--- config.mk ---
export PLATFORM = sky130hd
export DESIGN_NAME = ov5640_dvp_pattern_tx
export DESIGN_NICKNAME = d
export VERILOG_FILES = /design/src/rtl/ov5640_dvp_pkg.sv /design/src/rtl/ov5640_pattern_pixel.sv /design/src/rtl/ov5640_dvp_pattern_tx.sv
export SDC_FILE = /design/constraint.sdc
export NUM_CORES = 1
export LEC_CHECK = 0
export CORE_MARGIN = 10
export CORE_UTILIZATION = 60
export CTS_CLUSTER_DIAMETER = 40
export CTS_CLUSTER_SIZE = 8
export DETAILED_ROUTE_END_ITERATION = 7
export PLACE_DENSITY = 0.77
export SYNTH_ARGS = -nofsm -noshare
export SYNTH_HDL_FRONTEND = slang
export SYNTH_SLANG_ARGS = --single-unit
--- constraint.sdc ---
create_clock -name clk -period 4.3 [get_ports clk]
set_clock_uncertainty 0.15 [all_clocks]
set_input_delay 1.075 -clock clk [delete_from_list [all_inputs] [get_ports clk]]
set_output_delay 1.075 -clock clk [all_outputs]
set_load 0.03 [all_outputs]
--- src/rtl/ov5640_dvp_pkg.sv ---
// Shared types and constants for the OV5640 DVP test-pattern transmitter.
// The optional frame CRC (enabled by DVP_TX_CRC_EN) uses the CRC helpers below.
package ov5640_dvp_pkg;

    typedef enum logic [2:0] {
        ST_IDLE     = 3'd0,
        ST_VSYNC    = 3'd1,
        ST_VBP      = 3'd2,
        ST_ACT_LINE = 3'd3,
        ST_H_BLANK  = 3'd4,
        ST_VFP      = 3'd5
    } dvp_tx_state_e;

    typedef enum logic [1:0] {
        PAT_BARS    = 2'd0,
        PAT_RAMP    = 2'd1,
        PAT_CHECKER = 2'd2,
        PAT_SOLID   = 2'd3
    } dvp_pattern_e;

    typedef struct packed {
        logic [4:0] r;
        logic [5:0] g;
        logic [4:0] b;
    } rgb565_t;

    // White, yellow, cyan, green, magenta, red, blue, black
    localparam rgb565_t COLOUR_BARS [8] = '{
        rgb565_t'(16'hFFFF), rgb565_t'(16'hFFE0), rgb565_t'(16'h07FF), rgb565_t'(16'h07E0),
        rgb565_t'(16'hF81F), rgb565_t'(16'hF800), rgb565_t'(16'h001F), rgb565_t'(16'h0000)
    };

    localparam logic [15:0] CRC16_POLY = 16'h1021;
    localparam logic [15:0] CRC16_INIT = 16'hFFFF;

    function automatic int max_int(input int a, input int b);
        return (a > b) ? a : b;
    endfunction

    // CRC-16-CCITT, one byte, MSB first, no reflection
    function automatic logic [15:0] crc16_byte(input logic [15:0] crc, input logic [7:0] data);
        logic [15:0] c;
        c = crc ^ {data, 8'h00};
        for (int i = 0; i < 8; i++) begin
            c = c[15] ? ({c[14:0], 1'b0} ^ CRC16_POLY) : {c[14:0], 1'b0};
        end
        return c;
    endfunction

endpackage

--- src/rtl/ov5640_pattern_pixel.sv ---
// Combinational pattern generator: maps (x, y, pattern, frame count) to one RGB565 pixel.
module ov5640_pattern_pixel
    import ov5640_dvp_pkg::*;
#(
    parameter int H_ACTIVE = 640,
    parameter int XW       = $clog2(2 * H_ACTIVE)
) (
    input  logic [XW-1:0] x,
    input  logic [5:0]    y,
    input  dvp_pattern_e  pattern,
    input  logic [5:0]    frame_lsb,
    output rgb565_t       px
);

    localparam int BAR_W = H_ACTIVE / 8;

    logic [XW-1:0] bar_full;
    logic [2:0]    bar_sel;
    logic [5:0]    x6;

    // Widths not divisible by 8 leave a few trailing pixels; they stay in the last bar.
    assign bar_full = x / XW'(BAR_W);
    assign bar_sel  = (bar_full > XW'(7)) ? 3'd7 : bar_full[2:0];
    assign x6       = 6'(x);

    always_comb begin
        px = '0;
        case (pattern)
            PAT_BARS:    px = COLOUR_BARS[bar_sel];
            PAT_RAMP:    px = '{r: x6[4:0], g: x6, b: y[4:0]};
            PAT_CHECKER: px = (x6[5] ^ y[5]) ? rgb565_t'(16'hFFFF) : rgb565_t'(16'h0000);
            PAT_SOLID:   px = '{r: frame_lsb[4:0], g: frame_lsb, b: frame_lsb[4:0]};
            default:     px = '0;
        endcase
    end

endmodule

--- src/rtl/ov5640_dvp_pattern_tx.sv ---
// OV5640 DVP emulator: vsync/href framing with RGB565 test patterns, two bytes per pixel.
// Define DVP_TX_CRC_EN to add a per-frame CRC-16-CCITT over all href bytes (crc16/crc_valid).
//
// state    | meaning
// IDLE     | outputs low, waiting for enable
// VSYNC    | vsync high for VSYNC_LINES line periods
// VBP      | vertical back porch, VBP_LINES line periods
// ACT_LINE | href high, 2*H_ACTIVE bytes of one line
// H_BLANK  | href low for H_BLANK clocks after each line
// VFP      | vertical front porch, VFP_LINES line periods
module ov5640_dvp_pattern_tx
    import ov5640_dvp_pkg::*;
#(
    parameter int H_ACTIVE    = 640,
    parameter int V_ACTIVE    = 480,
    parameter int H_BLANK     = 160,
    parameter int VSYNC_LINES = 4,
    parameter int VBP_LINES   = 16,
    parameter int VFP_LINES   = 8
) (
    input  logic        clk,
    input  logic        rst_n,
    input  logic        enable,
    input  logic [1:0]  pattern_sel,
    output logic        dvp_vsync,
    output logic        dvp_href,
    output logic [7:0]  dvp_data,
    output logic        frame_start,
    output logic [7:0]  frame_cnt,
    output logic        busy
`ifdef DVP_TX_CRC_EN
    ,
    output logic [15:0] crc16,
    output logic        crc_valid
`endif
);

    localparam int ACT_CLKS   = 2 * H_ACTIVE;
    localparam int LINE_CLKS  = ACT_CLKS + H_BLANK;
    localparam int VSYNC_CLKS = VSYNC_LINES * LINE_CLKS;
    localparam int VBP_CLKS   = VBP_LINES * LINE_CLKS;
    localparam int VFP_CLKS   = VFP_LINES * LINE_CLKS;
    localparam int TMR_MAX    = max_int(max_int(VSYNC_CLKS, VBP_CLKS), max_int(VFP_CLKS, ACT_CLKS));
    localparam int TMR_W      = $clog2(TMR_MAX + 1);
    localparam int BW         = $clog2(ACT_CLKS);
    localparam int YW         = $clog2(V_ACTIVE + 1);

    dvp_tx_state_e state, state_nxt;
    logic [TMR_W-1:0] tmr, tmr_nxt;
    logic [BW-1:0]    byte_cnt, byte_nxt;
    logic [YW-1:0]    y_cnt, y_nxt;
    dvp_pattern_e     pattern_q;
    logic             tmr_tc;
    logic             frame_begin;
    logic             frame_end;
    rgb565_t          px;

    assign tmr_tc      = (tmr == '0);
    assign frame_begin = (state_nxt == ST_VSYNC) && (state != ST_VSYNC);
    assign frame_end   = (state == ST_VFP) && tmr_tc;

    always_ff @(posedge clk or negedge rst_n) begin
        if (!rst_n) begin
            state    <= ST_IDLE;
            tmr      <= '0;
            byte_cnt <= '0;
            y_cnt    <= '0;
        end else begin
            state    <= state_nxt;
            tmr      <= tmr_nxt;
            byte_cnt <= byte_nxt;
            y_cnt    <= y_nxt;
        end
    end

    always_comb begin
        state_nxt = state;
        tmr_nxt   = tmr_tc ? tmr : tmr - 1'b1;
        byte_nxt  = byte_cnt;
        y_nxt     = y_cnt;
        case (state)
            ST_IDLE: begin
                if (enable) begin
                    state_nxt = ST_VSYNC;
                    tmr_nxt   = TMR_W'(VSYNC_CLKS - 1);
                end
            end
            ST_VSYNC: begin
                if (tmr_tc) begin
                    state_nxt = ST_VBP;
                    tmr_nxt   = TMR_W'(VBP_CLKS - 1);
                end
            end
            ST_VBP: begin
                if (tmr_tc) begin
                    state_nxt = ST_ACT_LINE;
                    tmr_nxt   = TMR_W'(ACT_CLKS - 1);
                    byte_nxt  = '0;
                    y_nxt     = '0;
                end
            end
            ST_ACT_LINE: begin
                if (tmr_tc) begin
                    state_nxt = ST_H_BLANK;
                    tmr_nxt   = TMR_W'(H_BLANK - 1);
                end else begin
                    byte_nxt  = byte_cnt + 1'b1;
                end
            end
            ST_H_BLANK: begin
                if (tmr_tc) begin
                    if (y_cnt == YW'(V_ACTIVE - 1)) begin
                        state_nxt = ST_VFP;
                        tmr_nxt   = TMR_W'(VFP_CLKS - 1);
                    end else begin
                        state_nxt = ST_ACT_LINE;
                        tmr_nxt   = TMR_W'(ACT_CLKS - 1);
                        byte_nxt  = '0;
                        y_nxt     = y_cnt + 1'b1;
                    end
                end
            end
            ST_VFP: begin
                // A deasserted enable is only honoured here, so frames are never cut short.
                if (tmr_tc) begin
                    if (enable) begin
                        state_nxt = ST_VSYNC;
                        tmr_nxt   = TMR_W'(VSYNC_CLKS - 1);
                    end else begin
                        state_nxt = ST_IDLE;
                    end
                end
            end
            default: begin
                state_nxt = ST_IDLE;
                tmr_nxt   = '0;
            end
        endcase
    end

    // Fed with next-cycle coordinates so the registered byte lines up with registered href.
    ov5640_pattern_pixel #(
        .H_ACTIVE (H_ACTIVE),
        .XW       (BW)
    ) u_pixel (
        .x         (byte_nxt >> 1),
        .y         (6'(y_nxt)),
        .pattern   (pattern_q),
        .frame_lsb (frame_cnt[5:0]),
        .px        (px)
    );

    always_ff @(posedge clk or negedge rst_n) begin
        if (!rst_n) begin
            pattern_q   <= PAT_BARS;
            frame_cnt   <= '0;
            dvp_vsync   <= 1'b0;
            dvp_href    <= 1'b0;
            dvp_data    <= '0;
            frame_start <= 1'b0;
            busy        <= 1'b0;
        end else begin
            if (frame_begin) begin
                pattern_q <= dvp_pattern_e'(pattern_sel);
            end
            if (frame_end) begin
                frame_cnt <= frame_cnt + 8'd1;
            end
            dvp_vsync   <= (state_nxt == ST_VSYNC);
            dvp_href    <= (state_nxt == ST_ACT_LINE);
            frame_start <= frame_begin;
            busy        <= (state_nxt != ST_IDLE);
            if (state_nxt == ST_ACT_LINE) begin
                dvp_data <= byte_nxt[0] ? {px.g[2:0], px.b} : {px.r, px.g[5:3]};
            end else begin
                dvp_data <= 8'h00;
            end
        end
    end

`ifdef DVP_TX_CRC_EN
    logic [15:0] crc_acc;
    logic        vfp_entry;

    assign vfp_entry = (state_nxt == ST_VFP) && (state != ST_VFP);

    // Accumulates from the registered DVP bytes, so it is settled well before VFP is entered.
    always_ff @(posedge clk or negedge rst_n) begin
        if (!rst_n) begin
            crc_acc   <= CRC16_INIT;
            crc16     <= '0;
            crc_valid <= 1'b0;
        end else begin
            if (frame_begin) begin
                crc_acc <= CRC16_INIT;
            end else if (dvp_href) begin
                crc_acc <= crc16_byte(crc_acc, dvp_data);
            end
            crc_valid <= vfp_entry;
            if (vfp_entry) begin
                crc16 <= crc_acc;
            end
        end
    end
`endif

endmodule

==> results of run 1 <==
[per-stage QoR]
step,worst slack [ns],cells
after detailed placement,0.385,531
after global placement,0.506,531
after CTS,0.357,547
after floorplan,0.925,442
after global routing,0.00560,548
final,0.312,548
[worst reg2reg max path, stage by stage (launching register included)]
cell       delay (ns)
dfrtp_1          0.40
inv_1            0.10
ha_1             0.23
nor4b_1          0.40
and4_4           0.43
inv_4            0.14
nor3_4           0.43
nor2_2           0.18
a211oi_4         0.40
nand4b_1         0.17
a2111oi_2        0.44
a211oi_2         0.14
o32ai_1          0.29
[metal layers]
metal	up-vias	share of wire (%)
li1	1699	-
met1	1726	42
met2	175	49
met3	21	7.5
met4	0	2.1
met5	-	0
[logic make-up after synthesis]
group | share of synthesized area (%)
AOI/OAI and AO/OA | 24.1
xor gates and xnor gates | 4.13
adders and majority gates | 2.52
buffers and inverters | 3.54
DFF | 39.3
muxes | 3.73
and+or+nand+nor | 22.6
[worst paths after layout]
path / start / endpoint / slack, ns
max in group asynchronous: rst_n / pattern_q[1] / 2.48
max reg2reg: tmr[0] / dvp_data[4] / 0.31
min in group asynchronous: rst_n / byte_cnt[5] / 0.71
max: tmr[0] / dvp_data[4] / 0.31
min: frame_cnt[7] / frame_cnt[7] / 0.32
min reg2reg: frame_cnt[7] / frame_cnt[7] / 0.32
[synthesized netlist by cell type (8+ instances only)]
master,instances
dfrtp_1,60
o21ai_0,41
nand2_1,39
nor2_1,39
a21oi_1,28
clkbuf_1,20
o22ai_1,19
nand3_1,15
inv_1,12
nor3_1,12
xnor2_1,12
mux2_2,10
nand4_1,8
[final cells by class]
cell class              count  area (sq um)  area share [%]
multi-input cells         348          2200            50.4
flip-flops and latches     60          1500            34.4
repair buffers             33           303            6.94
clock buffers               9           124            2.84
well taps                  77          96.3            2.21
clock inverters             7          81.3            1.87
inverters                  14          55.1            1.26
[registers in the layout, summed over array words and instances (netlist names)]
register / flops
y_cnt: 9
state: 3
tmr: 15
frame_cnt: 8
dvp_href: 1
byte_cnt: 11
frame_start: 1
dvp_data: 8
busy: 1
dvp_vsync: 1
pattern_q: 2
[power by group through the flow]
stage          registers, mW  logic (mW)  clock network (mW)
6_report               0.620       0.153               0.527
5_1_grt                0.623       0.171               0.554
4_1_cts                0.618       0.153               0.535
3_5_place_dp           0.629       0.151                   0
3_3_place_gp           0.627       0.148                   0
2_1_floorplan          0.622       0.113                   0
==> impl_metrics.json, run 1 <==
{
  "outcome": "completed",
  "yosys_register_bits": 60,
  "synth_warnings": 0,
  "cp_num_buf_inv": 2,
  "met3_usage_pct": 4.88,
  "cp_top_family": "simple AND/OR/NAND/NOR gates",
  "cp_max_fo": 18,
  "crit_path_start_kind": "flip-flop",
  "area_delta_synth_final_pct": 14.1,
  "whs_path_depth": 1,
  "wl_mm": 10.2,
  "first_pass_iters": 5,
  "globalRouteMet2Util_pct": 33.1,
  "n_antenna_cell": 0,
  "drv_slew": 0,
  "grt_pass1_wl_mm": 16.6,
  "met1_usage_pct": 24.3,
  "clk_latency_ns": 0.34,
  "holdCritPathClass": "flip-flop to flip-flop",
  "synth-edff-count": 0,
  "design_area_sq_um": 4360,
  "fill_cells": 484,
  "nets": 477,
  "top_usage_layer": "met2",
  "cts_inserted_buffers": 9,
  "cts.repair.resized": 0,
  "root_buffer": "clkbuf_8",
  "p_per_area_nw_per_um2": 298,
  "crit_type": "flip-flop to flip-flop",
  "avgSynthCellArea_sq_um": 8.64,
  "grt_pass1_vias": 3467,
  "yosysSeqAreaShare_pct": 39.3,
  "cp-end-kind": "flip-flop",
  "netSwitchingPower_mw": 0.370,
  "tightest_slew_ns": 0.907,
  "track_usage_pct": 20.1,
  "drc_errors": 0,
  "crit_required_ns": 4.39,
  "cts.sinks": 60,
  "synth.area.top_cells": "dfrtp_1 (39%), o21ai_0 (5.4%), nand2_1 (3.8%)",
  "utilization_pct": 69.5,
  "slowest_delay_ns": 0.44,
  "synth-async-reset-ratio_pct": 100,
  "netlist_area_sq_um": 3820,
  "fin_setup_tns_ns": 0,
  "cts_hold_buf": 0,
  "p_leak_nw": 1.80,
  "grt-ovfl-total": 0,
  "arrival_ns": 4.08,
  "hold_viol": 0,
  "relSlewSlack_pct": 39.5,
  "ant_nets": 0,
  "port_buffers": 24,
  "io_pins": 25,
  "seqPwrFrac_pct": 47.7,
  "viasPerCell": 6.61,
  "r2r_cells": 12,
  "mostFrequentLayoutCell": "dfrtp_1",
  "cp_cell_sequence": "inv_1 -> ha_1 -> nor4b_1 -> and4_4 -> inv_4 -> nor3_4 -> nor2_2 -> a211oi_4 -> nand4b_1 -> a2111oi_2 -> a211oi_2 -> o32ai_1",
  "min_period_over_period_pct": 92.7,
  "dieWidth_um": 99.8,
  "num_vias": 3621,
  "tritoncts": "yes",
  "power.share.combinational_pct": 11.7,
  "fin_total_pwr_mw": 1.30,
  "worst_ir_drop_vdd_v": 0.000259,
  "core_sq_um": 6280,
  "internal_power_mw": 0.930,
  "dp_hpwl_mm": 7.12,
  "drtIter0Drc": 476,
  "place_area_sq_um": 4140,
  "yosys_most_used_dff": "dfrtp_1",
  "synthDistinctLibCells": 66,
  "drive_gt1_share_pct": 11.9,
  "grt_max_degree": 40,
  "syn_inst": 442,
  "htreeDepth": 3,
  "antenna_found_initial": 0,
  "start_util_pct": 60.9,
  "rows": 29,
  "synth_top_area_cell": "dfrtp_1",
  "layout_common_cells": "dfrtp_1 (60), o21ai_0 (41), nor2_1 (39), nand2_1 (39), a21oi_1 (28)",
  "clkPwrFrac_pct": 40.5,
  "dieArea_sq_um": 9960,
  "synth_nets": 453,
  "whs_ns": 0.318,
  "gp_congestion": 0.947,
  "critPathSlowestCell": "a2111oi_2",
  "routedWlPerCell_um": 18.7,
  "rsz0062_at_grt": "false",
  "path_clk_slew_ns": 0.08,
  "setup_viol": 0,
  "period_needed_ns": 3.99,
  "clk_path_buf_depth": 2,
  "die_y_um": 99.8,
  "path_depth": 12,
  "swShare_pct": 28.5,
  "post_cts_buffers": 0,
  "cap_violations": 0,
  "fmax_mhz": 251,
  "yosys.area.top_type_share_pct": 39.3
}
Power figures use the tool's default switching activity.
==> run 2, diff against run 1 <==
CTS_BUF_LIST = sky130_fd_sc_hd__clkbuf_16   (was unset)
RECOVER_POWER = 25   (was unset)
==> run 2 against run 1 <==
Compared with the run above: the flow now finishes with violations (capacitance limit, slew limit); sequential cell count unchanged; sequential power hardly changed; combinational power hardly changed; non-clock buffer count unchanged; global-route usage up 0.70 points; worst setup slack improved by 0.14 ns; wire length up 3.2%; total power rose by 16%; design area up 2.4%; critical endpoint unchanged; largest cell class unchanged; largest power group is now clock; highest routed layer unchanged.
==> impl_metrics.json, run 2 (synthesis gave the netlist of run 1 again) <==
{
  "htreeDepth": 3,
  "drc_errors": 0,
  "cp_max_fo": 18,
  "top_register": "tmr",
  "drive_gt1_share_pct": 11.9,
  "nets": 477,
  "cp-startpoint": "tmr[0]",
  "antenna_found_initial": 0,
  "period_needed_ns": 3.85,
  "cts_hold_buf": 0,
  "arrival_ns": 3.93,
  "grt_pass1_wl_mm": 17.2,
  "violations": "capacitance limit, slew limit",
  "cap_violations": 1,
  "area_delta_synth_final_pct": 16.9,
  "routedWlPerCell_um": 19.3,
  "post_cts_buffers": 0,
  "track_usage_pct": 20.8,
  "root_buffer": "clkbuf_16",
  "first_pass_iters": 6,
  "power.share.combinational_pct": 10.3,
  "p_per_area_nw_per_um2": 338,
  "io_pins": 25,
  "cts.sinks": 60,
  "dieWidth_um": 99.8,
  "seqPwrFrac_pct": 41.2,
  "fin_setup_tns_ns": 0,
  "outcome": "finished with violations",
  "largestRegisters": "tmr: 15 flops, byte_cnt: 11 flops, y_cnt: 9 flops",
  "internal_power_mw": 1.11,
  "rsz0062_at_grt": "false",
  "tightest_slew_ns": 2.17,
  "n_antenna_cell": 0,
  "dp_hpwl_mm": 7.12,
  "viasPerCell": 6.75,
  "path_clk_slew_ns": 0.06,
  "worst_ir_drop_vdd_v": 0.000270,
  "crit_type": "flip-flop to flip-flop",
  "mostFrequentLayoutCell": "dfrtp_1",
  "grt_pass1_vias": 3519,
  "core_sq_um": 6280,
  "dieArea_sq_um": 9960,
  "drtIter0Drc": 520,
  "drv_slew": 40,
  "wl_mm": 10.6,
  "layout_common_cells": "dfrtp_1 (60), o21ai_0 (41), nor2_1 (39), nand2_1 (39), a21oi_1 (28)",
  "fmax_mhz": 260,
  "whs_ns": 0.314,
  "rows": 29,
  "hold_start": "frame_cnt[7]",
  "netSwitchingPower_mw": 0.400,
  "ant_nets": 0,
  "largest_reg_flops": 15,
  "crit_required_ns": 4.38,
  "utilization_pct": 71.2,
  "clkPwrFrac_pct": 48.6,
  "hold_viol": 0,
  "p_leak_nw": 1.85,
  "grt-ovfl-total": 0,
  "gp_congestion": 0.947,
  "clk_latency_ns": 0.33,
  "port_buffers": 24,
  "tritoncts": "yes",
  "design_area_sq_um": 4470,
  "clk_path_buf_depth": 2,
  "r2r-start": "tmr[0]",
  "swShare_pct": 26.4,
  "fill_cells": 462,
  "place_area_sq_um": 4140,
  "cts_inserted_buffers": 9,
  "setup_viol": 0,
  "relSlewSlack_pct": -44.8,
  "holdCritPathClass": "flip-flop to flip-flop",
  "die_y_um": 99.8,
  "start_util_pct": 60.9,
  "grt_max_degree": 40,
  "cp-end-kind": "flip-flop",
  "crit_path_start_kind": "flip-flop",
  "min_period_over_period_pct": 89.4,
  "num_vias": 3701,
  "cts.repair.resized": 0
}
-- run 2: cell count changes in the layout (fill, tap and decap cells not counted), sizes merged --
cell / delta
buf: -1
clkbuf: +1
-- run 2: worst paths after layout --
kind | slack, ns | depth (start not counted) | end
setup / recovery | 0.45 | 12 | dvp_data[4]
hold / removal | 0.31 | 1 | frame_cnt[7]
setup reg to reg | 0.45 | 12 | dvp_data[4]
hold reg to reg | 0.31 | 1 | frame_cnt[7]
max in group asynchronous | 1.52 | 2 | y_cnt[3]
min in group asynchronous | 1.23 | 1 | tmr[4]
-- run 2: final cells by class --
type	count	area (sq um)	area share (%)
clock buffers	9	225	5.04
multi-input cells	348	2210	49.4
clock inverters	7	81.3	1.82
flip-flops and latches	60	1500	33.6
inverters	14	55.1	1.23
well taps	77	96.3	2.16
repair buffers	33	302	6.75
-- run 2: per-stage QoR --
stage | power [mW] | worst slack, ns | instances
final | 1.51 | 0.455 | 548
after global routing | 1.56 | 0.127 | 548
after CTS | 1.51 | 0.353 | 547
after detailed placement | 0.780 | 0.385 | 531
after global placement | 0.775 | 0.506 | 531
after floorplan | 0.736 | 0.925 | 442
-- run 2: worst max-delay path, stage by stage, from the launching register on --
cell and delay, ns:
dfrtp_1 0.39, inv_1 0.10, ha_1 0.23, nor4b_2 0.27
and4_4 0.41, inv_4 0.13, nor3_4 0.43, nor2_2 0.17
a211oi_4 0.39, nand4b_1 0.17, a2111oi_2 0.44, a211oi_2 0.14
o32ai_1 0.29
-- run 2: per-layer routing --
metal	global-route usage (%)	vias up	share of wire, %
met3	4.26	41	6.6
met1	24.7	1782	41
met5	0	-	0
li1	-	1705	-
met2	34.8	173	49
met4	10.1	0	3.5
-- run 2: power groups by stage --
stage,Clock [mW],Sequential (mW),Combinational (mW)
after CTS,0.738,0.619,0.156
after detailed placement,0,0.629,0.151
after floorplan,0,0.622,0.113
final,0.734,0.622,0.155
after global placement,0,0.627,0.148
after global routing,0.759,0.625,0.174
==> run 3, diff against run 2 <==
REMOVE_ABC_BUFFERS = 1   (was unset)
==> run 3 against run 2 <==
Compared with the run above: the run still ends with capacitance limit, slew limit left; register-to-register slack improved by 0.02 ns; clock-buffer cell count did not move; non-clock buffer count rose by 1; wire length down 1.9%; total power is 4.7% lower; fmax increased by 0.63%; critical path type unchanged; critical endpoint is now dvp_data[2]; largest cell class unchanged.
==> impl_metrics.json, run 3 (synthesis gave the netlist of run 1 again) <==
{
  "drv_slew": 42,
  "root_buffer": "clkbuf_16",
  "relSlewSlack_pct": -48.1,
  "violations": "capacitance limit, slew limit",
  "fill_cells": 504,
  "path_clk_slew_ns": 0.06,
  "met1_usage_pct": 25.3,
  "cts_hold_buf": 0,
  "p_per_area_nw_per_um2": 325,
  "ant_nets": 0,
  "cp-end-kind": "flip-flop",
  "dp_hpwl_mm": 7.11,
  "antenna_found_initial": 0,
  "period_needed_ns": 3.82,
  "routedWlPerCell_um": 18.9,
  "wl_mm": 10.4,
  "fmax_mhz": 262,
  "top_register": "tmr",
  "largestRegisters": "tmr: 15 flops, byte_cnt: 11 flops, y_cnt: 9 flops",
  "gp_congestion": 0.932,
  "outcome": "finished with violations",
  "cap_violations": 1,
  "crit_path_start_kind": "flip-flop",
  "area_delta_synth_final_pct": 15.9,
  "dieArea_sq_um": 9960,
  "rows": 29,
  "first_pass_iters": 5,
  "port_buffers": 24,
  "rsz0062_at_grt": "false",
  "setup_viol": 0,
  "clk_latency_ns": 0.33,
  "die_y_um": 99.8,
  "track_usage_pct": 20.7,
  "grt_pass1_vias": 3400,
  "grt-ovfl-total": 0,
  "viasPerCell": 6.52,
  "clk_path_buf_depth": 2,
  "dieWidth_um": 99.8,
  "grt_max_degree": 42,
  "drtIter0Drc": 416,
  "arrival_ns": 3.89,
  "p_leak_nw": 1.84,
  "drive_gt1_share_pct": 11.7,
  "pre_cts_ws_ns": 0.326,
  "design_area_sq_um": 4430,
  "nets": 477,
  "holdCritPathClass": "flip-flop to flip-flop",
  "start_util_pct": 60.9,
  "drc_errors": 0,
  "htreeDepth": 3,
  "crit_required_ns": 4.37,
  "cp_max_fo": 30,
  "layout_common_cells": "dfrtp_1 (60), o21ai_0 (41), nor2_1 (39), nand2_1 (39), a21oi_1 (28)",
  "num_vias": 3574,
  "min_period_over_period_pct": 88.9,
  "worst_ir_drop_vdd_v": 0.000220,
  "fin_setup_tns_ns": 0,
  "cts.sinks": 60,
  "cts_inserted_buffers": 9,
  "largest_reg_flops": 15,
  "grt_pass1_wl_mm": 16.9,
  "tightest_slew_ns": 2.22,
  "whs_ns": 0.321,
  "io_pins": 25,
  "globalRouteMet2Util_pct": 32.5,
  "place_area_sq_um": 4120,
  "hold_viol": 0,
  "n_antenna_cell": 0,
  "fin_ws_ns": 0.479,
  "tritoncts": "yes",
  "met3_usage_pct": 4.60,
  "crit_type": "flip-flop to flip-flop",
  "core_sq_um": 6280,
  "mostFrequentLayoutCell": "dfrtp_1",
  "top_usage_layer": "met2"
}
[run 3: cell count changes in the layout (fill, tap and decap cells not counted), sizes merged]
cell and change:
bufinv -1, buf +1, inv -1, clkinvlp +1, clkinv +1, and4 -1
[run 3: final cells by class]
type                    count  area (sq um)  share of cell area [%]
well taps                  77          96.3                    2.18
flip-flops and latches     60          1500                    33.9
multi-input cells         347          2190                    49.4
clock inverters             7          51.3                    1.16
clock buffers               9           225                    5.09
repair buffers             34           309                    6.98
inverters                  14          55.1                    1.24
[run 3: per-stage QoR]
step	util [%]	total power [mW]	instances
final	70.5	1.44	548
after global routing	70.5	1.49	548
after CTS	70.1	1.45	545
after detailed placement	65.7	0.781	529
after global placement	65.7	0.775	529
after floorplan	-	0.734	421
[run 3: final timing paths]
check,slack (ns),end,from,depth (start not counted)
setup / recovery,0.48,dvp_data[2],tmr[0],12
hold / removal,0.32,frame_cnt[7],frame_cnt[7],1
setup reg to reg,0.48,dvp_data[2],tmr[0],12
hold reg to reg,0.32,frame_cnt[7],frame_cnt[7],1
max in group asynchronous,1.48,byte_cnt[2],rst_n,1
min in group asynchronous,1.25,tmr[3],rst_n,1
[run 3: timing repair]
action / CTS / global route
resized for setup: 0 / 1
setup buffers: 0 / 3
endpoints found under the setup margin: 0 / 2
[run 3: worst max-delay path: stages (launching register included)]
cell and delay, ns:
dfrtp_1 0.40, inv_1 0.11, ha_1 0.22, nor4b_1 0.25, and4_4 0.49, inv_4 0.17
nor2_1 0.36, a41oi_1 0.18, a211o_1 0.30, xnor2_1 0.39, mux2i_1 0.22, and2_1 0.20
o32ai_1 0.28
[run 3: per-layer routing]
metal / vias to the layer above / share of wire, %
met2: 153 / 48
met3: 36 / 5.7
met5: - / 0
li1: 1700 / -
met4: 0 / 4.2
met1: 1685 / 42
[run 3: power breakdown]
| part | internal (mW) | switching, mW |
|---|---|---|
| clock network | 0.392 | 0.273 |
| logic | 0.0652 | 0.0891 |
| registers | 0.591 | 0.0310 |
| total | 1.05 | 0.393 |
